File: src/rtl/srv1_bp_pkg.sv
// srv1_bp_pkg: shared types for the branch predictor controller
package srv1_bp_pkg;
    typedef enum logic {BPC_RUN, BPC_RECOVER} bpc_state_t;
    // One in-flight branch; room to add PC/target fields later.
    typedef struct packed {
        logic pred;
    } bp_entry_t;
endpackage

File: src/rtl/bp_fifo.sv
// bp_fifo: in-order queue of in-flight predicted branches
// Ports: clk, sync_rst (sync, active-high); push/push_data, pop, clear (wins over push);
//        head = oldest entry; full, empty, count = occupancy.
module bp_fifo
    import srv1_bp_pkg::*;
#(
    parameter int DEPTH = 4
) (
    input  logic                     clk,
    input  logic                     sync_rst,
    input  logic                     push,
    input  bp_entry_t                push_data,
    input  logic                     pop,
    input  logic                     clear,
    output bp_entry_t                head,
    output logic                     full,
    output logic                     empty,
    output logic [$clog2(DEPTH):0]   count
);
    localparam int AW = $clog2(DEPTH);
    bp_entry_t mem_q [DEPTH];
    logic [AW-1:0] wr_q, wr_d, rd_q, rd_d;
    logic [AW:0]   cnt_q, cnt_d;
    assign head  = mem_q[rd_q];
    assign full  = cnt_q == (AW+1)'(DEPTH);
    assign empty = cnt_q == '0;
    assign count = cnt_q;
    // Pointers wrap naturally because DEPTH is a power of two.
    always_comb begin
        wr_d  = clear ? '0 : wr_q + AW'(push);
        rd_d  = clear ? '0 : rd_q + AW'(pop);
        cnt_d = clear ? '0 : cnt_q + (AW+1)'(push) - (AW+1)'(pop);
    end
    always_ff @(posedge clk) begin
        if (sync_rst) begin
            wr_q  <= '0;
            rd_q  <= '0;
            cnt_q <= '0;
        end else begin
            wr_q  <= wr_d;
            rd_q  <= rd_d;
            cnt_q <= cnt_d;
        end
    end
    always_ff @(posedge clk) begin
        if (push && !clear) mem_q[wr_q] <= push_data;
    end
endmodule

File: src/rtl/branch_pred_ctrl.sv
// branch_pred_ctrl: sequences the global-history branch predictor
// Ports: clk, sync_rst (sync, active-high), clk_en (0 = hold everything);
//        alloc_valid/alloc_pred/alloc_ready from fetch; resolve_valid/resolve_taken from execute;
//        fb_enable/fb_result to branch_pred; mispredict pulse; inflight occupancy;
//        err_underflow sticky; branch_cnt/mispred_cnt saturating statistics.
module branch_pred_ctrl
    import srv1_bp_pkg::*;
#(
    parameter int DEPTH          = 4,
    parameter int RECOVER_CYCLES = 2,
    parameter int CNTW           = 16
) (
    input  logic                   clk,
    input  logic                   sync_rst,
    input  logic                   clk_en,
    input  logic                   alloc_valid,
    input  logic                   alloc_pred,
    output logic                   alloc_ready,
    input  logic                   resolve_valid,
    input  logic                   resolve_taken,
    output logic                   fb_enable,
    output logic                   fb_result,
    output logic                   mispredict,
    output logic [$clog2(DEPTH):0] inflight,
    output logic                   err_underflow,
    output logic [CNTW-1:0]        branch_cnt,
    output logic [CNTW-1:0]        mispred_cnt
);
    localparam int RW = (RECOVER_CYCLES > 1) ? $clog2(RECOVER_CYCLES) : 1;
    bpc_state_t    state_q, state_d;
    logic [RW-1:0] rcnt_q, rcnt_d;
    logic          fb_enable_q, fb_enable_d, fb_result_q, fb_result_d;
    logic          mispredict_q, mispredict_d, err_q, err_d;
    logic [CNTW-1:0] branch_cnt_q, branch_cnt_d, mispred_cnt_q, mispred_cnt_d;
    logic          full, empty, alloc_fire, resolve_fire, mis;
    bp_entry_t     head, push_entry;
    assign push_entry.pred = alloc_pred;
    assign alloc_ready     = (state_q == BPC_RUN) && !full;
    assign alloc_fire      = clk_en && alloc_valid && alloc_ready;
    assign resolve_fire    = clk_en && resolve_valid && !empty;
    assign mis             = resolve_fire && (head.pred != resolve_taken);
    // A mispredict flushes the whole queue: every queued entry is younger than the head.
    bp_fifo #(.DEPTH(DEPTH)) u_fifo (
        .clk       (clk),
        .sync_rst  (sync_rst),
        .push      (alloc_fire),
        .push_data (push_entry),
        .pop       (resolve_fire),
        .clear     (mis),
        .head      (head),
        .full      (full),
        .empty     (empty),
        .count     (inflight)
    );
    always_comb begin
        fb_enable_d   = clk_en ? resolve_fire : fb_enable_q;
        fb_result_d   = resolve_fire ? resolve_taken : fb_result_q;
        mispredict_d  = clk_en ? mis : mispredict_q;
        err_d         = err_q | (clk_en & resolve_valid & empty);
        branch_cnt_d  = branch_cnt_q + CNTW'(resolve_fire && !(&branch_cnt_q));
        mispred_cnt_d = mispred_cnt_q + CNTW'(mis && !(&mispred_cnt_q));
        state_d       = state_q;
        rcnt_d        = rcnt_q;
        if (clk_en) begin
            if (state_q == BPC_RUN) begin
                if (mis && RECOVER_CYCLES > 0) begin
                    state_d = BPC_RECOVER;
                    rcnt_d  = RW'(RECOVER_CYCLES - 1);
                end
            end else if (rcnt_q == '0) begin
                state_d = BPC_RUN;
            end else begin
                rcnt_d = rcnt_q - RW'(1);
            end
        end
    end
    always_ff @(posedge clk) begin
        if (sync_rst) begin
            state_q       <= BPC_RUN;
            rcnt_q        <= '0;
            fb_enable_q   <= 1'b0;
            fb_result_q   <= 1'b0;
            mispredict_q  <= 1'b0;
            err_q         <= 1'b0;
            branch_cnt_q  <= '0;
            mispred_cnt_q <= '0;
        end else begin
            state_q       <= state_d;
            rcnt_q        <= rcnt_d;
            fb_enable_q   <= fb_enable_d;
            fb_result_q   <= fb_result_d;
            mispredict_q  <= mispredict_d;
            err_q         <= err_d;
            branch_cnt_q  <= branch_cnt_d;
            mispred_cnt_q <= mispred_cnt_d;
        end
    end
    assign fb_enable     = fb_enable_q;
    assign fb_result     = fb_result_q;
    assign mispredict    = mispredict_q;
    assign err_underflow = err_q;
    assign branch_cnt    = branch_cnt_q;
    assign mispred_cnt   = mispred_cnt_q;
endmodule

File: config.mk
export PLATFORM = sky130hd
export DESIGN_NAME = branch_pred_ctrl
export DESIGN_NICKNAME = d
export VERILOG_FILES = /design/src/rtl/srv1_bp_pkg.sv /design/src/rtl/bp_fifo.sv /design/src/rtl/branch_pred_ctrl.sv
export SDC_FILE = /design/constraint.sdc
export NUM_CORES = 1
export LEC_CHECK = 0
export BUFFER_PORTS_ARGS = -buffer_cell sky130_fd_sc_hd__buf_2
export CORE_ASPECT_RATIO = 0.6
export CORE_MARGIN = 1
export CORE_UTILIZATION = 54
export DETAILED_ROUTE_END_ITERATION = 10
export GPL_TIMING_DRIVEN = 0
export PLACE_DENSITY = 0.79
export SYNTH_ARGS = -nofsm -noshare
export SYNTH_HDL_FRONTEND = slang
export SYNTH_HIERARCHICAL = 1
export SYNTH_SLANG_ARGS = --single-unit
File: constraint.sdc
create_clock -name clk -period 3.75 [get_ports clk]
set_input_delay 0.75 -clock clk [delete_from_list [all_inputs] [get_ports clk]]
set_output_delay 0.75 -clock clk [all_outputs]
set_load 0.01 [all_outputs]
[Word-level counts from Yosys, hierarchy flattened]
Memories as Yosys holds them, arrays and structs flattened. A register that Yosys moved wholly into a read port is not among the register bits.
Cells that the tools add are included.
Storage, ports and cells
  register bits after elaboration: 45
  RAM bits: 4
  input bits: 7
  output and inout port bits: 40
  logic and storage cells: 54
  memories kept: 1
Operators by class
  add/subtract/negate cells: 7
  eq/ne operators: 2
  mux-type cells: 9
  bitwise operators: 4
  reduce and logical (&&, ||, !) cells: 20
Memories
  u_fifo.mem_q: depth 4, bits a word 1, rd ports 1, clocked after memory_dff 1, write ports 1, RTL line bp_fifo.sv:21  | bp_entry_t mem_q [DEPTH];
Operators by type and width (count)
  16-bit by 1-bit adder with 16-bit output: 2
  16-bit AND reduction: 2
  1-bit logical AND: 9
  1-bit 2-to-1 mux: 8
  1-bit zero test: 5
  2-bit by 1-bit adder with 2-bit output: 2
  3-bit by 1-bit adder with 3-bit output: 1
  3-bit equality test (second input constant): 1
  3-bit zero test: 1
  3-bit by 1-bit subtractor with 3-bit output: 1
  1-bit AND: 2
  2-bit 2-to-1 mux: 1
  2-bit AND reduction: 1
  2-bit nonzero test: 1
  2-bit OR reduction: 1
  1-bit != test: 1
  1-bit inverter: 1
  1-bit bitwise OR: 1
  1-bit subtractor (second input constant): 1

[Logic depth before layout (Yosys ltp)]
Gate-level depths: netlist of the first run.
  depth after elaboration: 8
  gate-level depth with buffers: 10

[Hierarchy]
Netlist of the first run, hierarchy kept.
By module, submodules not included
  branch_pred_ctrl: instances 1, cells each 190, area each 1731.7 um^2, seq. area each 760.7 um^2
  bp_fifo: instances 1, cells each 38, area each 508.0 um^2, seq. area each 260.2 um^2

[Worst setup path after synthesis of the first run]
No wires, ideal clock.
  kind: register to register
  start point: reg u_fifo/rd_q[0] (netlist name)
  end point: reg mispred_cnt_q[14], in the netlist mispred_cnt[14]
  setup time: 128 ps
  arrival: 2680 ps
  data required time: 3622 ps
  setup slack: 942 ps
  cell stages (with the launch flop): 11
  period minus slack after synthesis: 2808 ps
  cells stage by stage: dfxtp_1 -> mux4_2 -> xnor2_1 -> nor2_1 -> a21boi_0 -> ha_1 -> ha_1 -> nand3_2 -> nor4_2 -> xnor2_1 -> nor2_1
RTL lines
  end signal, assigned: RTL line branch_pred_ctrl.sv:95  | mispred_cnt_q <= mispred_cnt_d;
  end, declared: RTL line branch_pred_ctrl.sv:34  | logic [CNTW-1:0] branch_cnt_q, branch_cnt_d, mispred_cnt_q, mispred_cnt_d;

==> flow_summary_export.csv, run 1 <==
group,metric,value,unit
run_status,outcome,"finished clean",
global_route,grt_max_degree,16,
critical_path,endpoint_kind,"flop",
timing,setup_viol,0,
finish,n_antenna_cell,0,
cts,htree_levels,2,
synth,synth_common_cells,"dfxtp_1, nor2_1, xnor2_1",
timing,drv_slew,0,
floorplanning,rows,17,
placement,io_buffers,46,
worst_hold_path,hold_class,"reg -> reg",
synth,yosys_warnings,6,
timing,fmax,0.292,GHz
synth,synth.largest_area_cell,"dfxtp_1",
synth,yosys.area.top_type_share,0.402,
cts,cts_sinks,49,
run,cap_violations,0,
cts,cts_tree,"yes",
pwr,power,0.00108,W
cts,ctsResizeCount,0,
synth,ys_async_sr_fraction,0,
global_route,grt.overflow.total,0,
synth,syn_inst,228,
global_route,grtUsageTotal,0.248,
floorplanning,core_area,0.00381,mm²
finish,area_growth,16.8,%
route,remaining_drc_errors,0,
floorplanning,fp.dieW,85.1,µm
critical_path,startpoint_type,"flop",
route,vias,1838,
synth,synth_seq_area_share,0.456,
synth,synth_flop_cell,"dfxtp_1",
timing,fin_skew,9.15,ps
route,drt-initial-drc-count,83,
route,wl,4.86,mm
cts,clock_latency,300,ps
timing,slew-limit-headroom,0.457,
floorplanning,pin_count,47,
timing,min_period,3430,ps
finish,drive_above_1_share,0.252,
placement,gp_congestion,0.748,
global_route,grt_pass1_wl,8.30,mm
critical_path,crit_type,"reg -> reg",
synth,synth.area.top_cells,"dfxtp_1, xnor2_1, edfxtp_1",
cts,root_buffer,"clkbuf_8",
critical_path,crit_fanout,12,
global_route,antenna_found_initial,0,
synth,syn_nets,245,
timing,fin_crit_sh,0.914,
synth,synth.most_common_cell,"dfxtp_1",
timing,worstMarginPinSlew,812,ps
floorplanning,die_area,0.00442,mm²
cts,cts_buffers,5,
route,viasPerCell,5.59,
floorplanning,start_util,0.588,
timing,final_hold_viol_count,0,
timing,setup_tns,0,ps
finish,nets,298,
cts,cts_setup_buffers,0,
route,firstDrtPassIters,4,
synth,syn_avg_cell_area,9.82,µm²
route,wl_per_cell,14.8,µm
synth,synth_cell_type_count,38,
finish,fillers,309,
synth,synth-edff-count,4,
pwr,p_leak,1.07,nW
floorplanning,die_h,51.9,µm
synth,synth_seq_cells,49,
synth,synthesis.area,0.00224,mm²
global_route,grt_pass1_vias,1719,
critical_path,critPathArrivalTime,3610,ps
timing,rsz0062_at_grt,"no",
cts,cts_buffer_depth,2,
cts,holdBufCountCts,0,
route,ant_nets,0,
critical_path,worstPathRequired,3930,ps
cts,clk_pin_slew,90,ps
pwr,p_per_area,413,mW/mm²
placement,dp_hpwl,3.57,mm
pwr,max-vdd-ir-drop,0.000341,V
## through the flow
step           cell area (µm²)  worst slack (ps)  instances  utilization  hold WS, ps
2_1_floorplan             2240               942        228            -          456
3_3_place_gp              2530               365        321        0.664          449
3_5_place_dp              2530               296        321        0.664          470
4_1_cts                   2620               337        329        0.687          483
5_1_grt                   2620              78.7        329        0.687          502
6_report                  2620               323        329        0.687          476
## per-layer routing
metal	track usage	vias up	wire length, µm
li1	-	907	-
met1	0.343	887	2480
met2	0.401	39	2160
met3	0.0524	5	184
met5	0	-	0
met4	0.0593	0	30
## state kept, by name (all words and copies together) (netlist names)
| signal | cells |
|---|---|
| branch_cnt | 16 |
| fb_enable | 1 |
| state_q | 1 |
| fb_result | 1 |
| u_fifo/count | 3 |
| u_fifo/wr_q | 2 |
| mispredict | 1 |
| mispred_cnt | 16 |
| err_underflow | 1 |
| u_fifo/mem_q | 4 |
| u_fifo/rd_q | 2 |
| rcnt_q | 1 |
## worst max-delay path: stages, from the launching register on
cell	delay, ps
dfxtp_1	390
mux4_2	520
xnor2_1	140
nor2_1	620
a21boi_0	320
ha_1	330
ha_1	260
nand3_2	220
nor4_2	310
xnor2_1	150
nor2_1	50
## placed cells by master, fill, tap and decap left out, drive strengths merged, types with 2 or more instances in the layout
cell type and n:
a21oi 10, ha 9, o21ai 7, inv 11, nor2 32, nand2 10
nor2b 4, nand4 10, and3 3, a31oi 2, nand3b 2, nor4 8
nor3 11, nor4bb 2, edfxtp 4, buf 50, xnor2 19, xor2 5
nand3 11, and2 4, or3 6, dfxtp 45, clkbuf 7
## kinds of logic after synthesis
| logic type | Yosys count | share of synthesized area |
|---|---|---|
| simple gates | 106 | 0.288 |
| flops | 49 | 0.456 |
| buf+inv | 15 | 0.0285 |
| fa+ha+maj | 10 | 0.0592 |
| compound gates | 22 | 0.0542 |
| xor+xnor | 25 | 0.104 |
| mux | 1 | 0.0101 |
## cell type report
type	instances	area (µm²)	share of cell area
plain buffers	5	26.3	0.0100
clock buffers	6	72.6	0.0278
clock inverters	2	13.8	0.00526
inverters	10	37.5	0.0144
multi-input cells	164	1150	0.442
flip-flops and latches	49	1020	0.390
well taps	47	58.8	0.0225
repair buffers	46	230	0.0880
## power breakdown
part / internal (W) / total [W] / switching [W]
Combinational: 0.0000904 / 0.000185 / 0.0000943
Sequential: 0.000559 / 0.000587 / 0.0000280
Clock: 0.000132 / 0.000308 / 0.000176
Total: 0.000782 / 0.00108 / 0.000298
## worst paths after layout
| path | start | endpoint | slack, ps | cells past startpoint |
|---|---|---|---|---|
| max reg2reg | u_fifo/rd_q[0] | mispred_cnt[14] | 320 | 10 |
| max | u_fifo/rd_q[0] | mispred_cnt[14] | 320 | 10 |
| min reg2reg | fb_result | fb_result | 480 | 2 |
| min | fb_result | fb_result | 480 | 2 |
(Power assumes the default switching activity.)
==> run 2, diff against run 1 <==
--- a/config.mk
+++ b/config.mk
@@ -5,13 +5,14 @@
 export SDC_FILE = /design/constraint.sdc
 export NUM_CORES = 1
 export LEC_CHECK = 0
-export BUFFER_PORTS_ARGS = -buffer_cell sky130_fd_sc_hd__buf_2
+export ABC_AREA = 1
 export CORE_ASPECT_RATIO = 0.6
 export CORE_MARGIN = 1
-export CORE_UTILIZATION = 54
+export CORE_UTILIZATION = 60
 export DETAILED_ROUTE_END_ITERATION = 10
+export DONT_BUFFER_PORTS = 1
 export GPL_TIMING_DRIVEN = 0
-export PLACE_DENSITY = 0.79
+export PLACE_DENSITY = 0.76
 export SYNTH_ARGS = -nofsm -noshare
 export SYNTH_HDL_FRONTEND = slang
 export SYNTH_HIERARCHICAL = 1
==> run 2 against run 1 <==
Net effect:
- sequential cell count unchanged
- synthesized cell count up 47%
- highest routed layer unchanged
- via count up 11%
- register-to-register slack better by 1100 ps
- routed wire length up 1.1%
- critical path type unchanged
- final cell count up 19%
- fmax up 44%
- global-route usage down 0.19 points
- first-iteration DRC count up 3.6%
- hold slack better by 23 ps
- power up 1.6%
- combinational power down 6%
==> flow_summary_export.csv, run 2 <==
group,metric,value,unit
run_status,outcome,"finished clean",
timing,slew-limit-headroom,0.622,
global_route,grtUsageTotal,0.246,
cts,htree_levels,2,
cts,cts_buffers,5,
critical_path,cp_slowest_cell,"dfxtp_1",
synth,synth_seq_area_share,0.425,
floorplanning,start_util,0.642,
timing,setup_viol,0,
timing,min_period,2370,ps
floorplanning,core_area,0.00374,mm²
route,drt-initial-drc-count,86,
finish,layout_common_cells,"nand2_1, nor2_1, inv_1",
cts,cts_buffer_depth,2,
synth,synthesis.area,0.00240,mm²
finish,area_growth,6.04,%
synth,synth_seq_cells,49,
critical_path,endpoint_kind,"flop",
synth,synth.area.top_cells,"dfxtp_1, nand2_1, nor2_1",
critical_path,crit_type,"reg -> reg",
cts,holdBufCountCts,0,
global_route,grt_pass1_vias,1735,
route,remaining_drc_errors,0,
critical_path,startpoint_type,"flop",
floorplanning,fp.dieW,83.7,µm
pwr,p_leak,1.06,nW
floorplanning,rows,17,
placement,post-place-ws,1190,ps
placement,gp_congestion,0.797,
critical_path,crit_top_cell,"nand2_1",
global_route,grt_max_degree,16,
finish,final_common_cell,"nand2_1",
synth,synth_cell_type_count,30,
pwr,max-vdd-ir-drop,0.000354,V
synth,syn_nets,352,
synth,synth.most_common_cell,"nand2_1",
route,wl_per_cell,12.6,µm
placement,io_buffers,0,
cts,clock_latency,300,ps
timing,final_hold_viol_count,0,
route,ant_nets,0,
finish,final_util,0.681,
synth,synth_common_cells,"nand2_1, nor2_1, inv_1, dfxtp_1",
finish,drive_above_1_share,0.0933,
global_route,grt_pass1_wl,8.23,mm
worst_hold_path,hold_class,"reg -> reg",
floorplanning,die_h,51.0,µm
floorplanning,pin_count,47,
finish,final_cells,390,
synth,syn_avg_cell_area,7.17,µm²
global_route,antenna_found_initial,0,
timing,fin_skew,6.95,ps
timing,setup_tns,0,ps
synth,ys_async_sr_fraction,0,
pwr,p_per_area,431,mW/mm²
critical_path,worstPathRequired,3950,ps
timing,fin_crit_sh,0.633,
placement,dp_hpwl,3.77,mm
synth,yosys_warnings,6,
cts,cts_tree,"yes",
finish,nets,359,
finish,n_antenna_cell,0,
route,vias,2033,
timing,fmax,0.421,GHz
placement,dp.cells,382,
timing,worstMarginPinSlew,566,ps
synth,yosys.area.top_type_share,0.375,
global_route,grt.overflow.total,0,
synth,syn_inst,335,
critical_path,crit_path_max_incr_delay,450,ps
route,viasPerCell,5.21,
route,wl,4.91,mm
synth,synth_flop_cell,"dfxtp_1",
synth,synth-edff-count,4,
run,cap_violations,0,
cts,cts_setup_buffers,0,
synth,synth.largest_area_cell,"dfxtp_1",
timing,rsz0062_at_grt,"no",
critical_path,path_cells,"nor3_1 -> nor2_2 -> nand2_1 -> nor2_1 -> ha_1 -> ha_1 -> inv_1 -> nor2_2 -> nand2_1 -> nor2_2 -> nand2_1 -> nand2_1 -> nor2_1",
critical_path,critPathBufInv,1,
critical_path,path_delay_family,"simple AND/OR/NAND/NOR gates",
cts,cts_sinks,49,
cts,root_buffer,"clkbuf_8",
critical_path,crit_fanout,5,
route,firstDrtPassIters,5,
timing,drv_slew,0,
cts,clk_pin_slew,90,ps
critical_path,critPathArrivalTime,2580,ps
floorplanning,die_area,0.00427,mm²
cts,ctsResizeCount,0,
timing,fin_ws,1380,ps
finish,fillers,324,
-- run 2: path summary, 6_finish.rpt --
check / from / to / slack (ps) / cells past startpoint
max reg2reg: u_fifo/count[1] / mispred_cnt[14] / 1380 / 13
min: rcnt_q / rcnt_q / 500 / 2
min reg2reg: rcnt_q / rcnt_q / 500 / 2
max: u_fifo/count[1] / mispred_cnt[14] / 1380 / 13
-- run 2: through the flow --
| stage | power (W) | instance area [µm²] | hold slack (ps) |
|---|---|---|---|
| global placement | 0.000791 | 2460 | 463 |
| detailed placement | 0.000796 | 2460 | 488 |
| finish | 0.00110 | 2550 | 499 |
| global route | 0.00116 | 2550 | 522 |
| floorplan | 0.000756 | 2400 | 439 |
| CTS | 0.00110 | 2550 | 505 |
-- run 2: layout make-up --
type,count,area [µm²],share of cell area
Multi-Input combinational cell,229,1170,0.458
Tap cell,47,58.8,0.0231
Sequential cell,49,1020,0.401
Clock buffer,6,72.6,0.0285
Inverter,54,203,0.0795
Buffer,3,12.5,0.00491
Clock inverter,2,13.8,0.00540
-- run 2: cells by family (layout without fill, tap and decap cells) --
group / count (synthesis) / after routing / synth area share
fa+ha+maj: 10 / 10 / 0.0552
buf+inv: 57 / 65 / 0.0895
compound gates: 35 / 35 / 0.0828
simple gates: 177 / 177 / 0.322
flops: 49 / 49 / 0.425
xor+xnor: 7 / 7 / 0.0255
-- run 2: metal layers --
layer / vias to the layer above / global-route usage / routed length [µm]
met5: - / 0 / 0
met4: 0 / 0.0508 / 37
met3: 7 / 0.0872 / 377
met2: 50 / 0.375 / 2020
met1: 911 / 0.338 / 2480
li1: 1065 / - / -
-- run 2: tightest hold or removal path, cell delays in order (launching register included) --
cell     delay [ps]
dfxtp_1         330
nor2_1           50
nor2_1           80
-- run 2: power breakdown --
| group | total (W) | switching, W | internal [W] |
|---|---|---|---|
| clock | 0.000312 | 0.000178 | 0.000133 |
| combinational | 0.000173 | 0.000109 | 0.0000641 |
| sequential | 0.000613 | 0.0000476 | 0.000565 |
==> run 3, diff against run 2 <==
==> constraint.sdc (replaced) <==
create_clock -name clk -period 2.2 [get_ports clk]
set_input_delay 0.44 -clock clk [delete_from_list [all_inputs] [get_ports clk]]
set_output_delay 0.44 -clock clk [all_outputs]
set_load 0.01 [all_outputs]
==> run 3 against run 2 <==
Net effect:
- via count rose by 2.3%
- power is 75% higher
- sequential power is 73% higher
- global-route usage rose by 0.36 points
- die area unchanged
- design area up 3.6%
- fmax is 14% higher
- clock-buffer cell count unchanged
- critical path type unchanged
- largest cell class unchanged
- highest routed layer unchanged
==> flow_summary_export.csv, run 3 (synthesized netlist as in run 2, its figures left out) <==
group,metric,value,unit
run_status,outcome,"finished clean",
timing,fin_ws,121,ps
timing,setup_viol,0,
timing,min_period,2080,ps
global_route,grt.overflow.total,0,
critical_path,reg2reg_depth,12,
global_route,antenna_found_initial,0,
finish,final_area,0.00264,mm²
finish,layout_common_cells,"nand2_1, nor2_1, inv_1",
route,wl,5.30,mm
global_route,grt_pass1_wl,8.30,mm
global_route,grtUsageTotal,0.249,
route,remaining_drc_errors,0,
floorplanning,die_area,0.00427,mm²
timing,final_hold_viol_count,0,
floorplanning,fp.dieW,83.7,µm
cts,htree_levels,2,
finish,area_growth,9.84,%
global_route,gr-usage-met1,0.345,
worst_hold_path,hold_path_depth,0,
floorplanning,start_util,0.642,
cts,holdBufCountCts,0,
route,drt-initial-drc-count,95,
route,vias,2080,
timing,fin_skew,4.55,ps
critical_path,startpoint_type,"flop",
timing,setup_tns,0,ps
route,wl_per_cell,13.5,µm
placement,dpl_cell_area,0.00246,mm²
cts,cts_buffers,5,
floorplanning,die_h,51.0,µm
floorplanning,pin_count,47,
placement,dp_hpwl,3.77,mm
cts,clk_pin_slew,90,ps
finish,drive_above_1_share,0.151,
global_route,use_met2,0.378,
critical_path,critPathArrivalTime,2280,ps
timing,worstMarginPinSlew,574,ps
route,ant_nets,0,
timing,drv_slew,0,
finish,n_antenna_cell,0,
placement,gp_congestion,0.797,
placement,io_buffers,0,
timing,fin_crit_sh,0.945,
pwr,max-vdd-ir-drop,0.000613,V
critical_path,crit_fanout,5,
route,viasPerCell,5.31,
finish,nets,361,
critical_path,worstPathRequired,2400,ps
cts,cts_tree,"yes",
global_route,grt_busiest_layer,"met2",
finish,final_common_cell,"nand2_1",
run,cap_violations,0,
timing,fmax,0.481,GHz
global_route,use_met3,0.0889,
finish,fillers,308,
global_route,grt_pass1_vias,1744,
placement,post-place-ws,-134,ps
global_route,grt_max_degree,16,
floorplanning,core_area,0.00374,mm²
worst_hold_path,hold_class,"in -> reg",
cts,clock_latency,300,ps
timing,slew-limit-headroom,0.617,
pwr,p_per_area,729,mW/mm²
cts,cts_buffer_depth,2,
cts,root_buffer,"clkbuf_8",
cts,cts_sinks,49,
critical_path,crit_type,"reg -> reg",
route,firstDrtPassIters,4,
pwr,p_leak,1.07,nW
floorplanning,rows,17,
finish,final_util,0.705,
critical_path,endpoint_kind,"flop",
## run 3: cell count changes in the layout (fill, tap and decap cells not counted), moves of 3 or more
cell     previous run  this run
ha_1                9         6
dfxtp_1            45        36
dfxtp_2             0         9
nor2_1             57        54
nor2_4              2         6
## run 3: final timing paths
check / startpoint / end / slack, ps
worst max register to register: u_fifo/count[1] / branch_cnt[8] / 120
worst max-delay path: u_fifo/count[1] / branch_cnt[8] / 120
worst min-delay path: alloc_pred / u_fifo/mem_q[3] / 230
worst min register to register: err_underflow / err_underflow / 500
## run 3: critical path: stages (launching register included)
cell and delay, ps:
dfxtp_2 410, nor3_2 70, nor2_2 180, buf_4 190, inv_1 80, nor2_1 130, ha_2 240, ha_1 150
inv_1 80, nor2_4 160, nand2_1 90, o21ai_1 130, a21oi_1 50
## run 3: final cells by class
| cell class | count | area [µm²] | area share |
|---|---|---|---|
| Sequential cell | 49 | 1030 | 0.391 |
| Inverter | 54 | 203 | 0.0768 |
| Tap cell | 47 | 58.8 | 0.0223 |
| Clock inverter | 2 | 13.8 | 0.00521 |
| Multi-Input combinational cell | 229 | 1230 | 0.467 |
| Clock buffer | 6 | 72.6 | 0.0275 |
| Timing Repair Buffer | 2 | 15.0 | 0.00569 |
| Buffer | 3 | 12.5 | 0.00474 |
## run 3: through the flow
step | hold WS, ps | cells | total power, W
3_5_place_dp | 488 | 382 | 0.00136
6_report | 226 | 392 | 0.00192
5_1_grt | 212 | 392 | 0.00203
4_1_cts | 223 | 392 | 0.00190
2_1_floorplan | 439 | 335 | 0.00129
3_3_place_gp | 463 | 382 | 0.00135
## run 3: what timing repair did
action,4_1_cts,5_1_grt
pin swaps,1,1
gates resized for setup,3,21
buffers inserted,2,0
endpoints found under the setup margin,5,19
## run 3: routing by layer
| layer | vias up | part of all wire |
|---|---|---|
| met5 | - | 0 |
| met4 | 0 | 0.0051 |
| met3 | 4 | 0.083 |
| met2 | 59 | 0.43 |
| met1 | 940 | 0.48 |
| li1 | 1077 | - |
## run 3: where the power goes
part	leakage (nW)	switching (W)	internal, W
combinational	0.622	0.000199	0.000128
clock	0.0456	0.000311	0.000227
sequential	0.404	0.0000881	0.000970
total	1.07	0.000598	0.00133
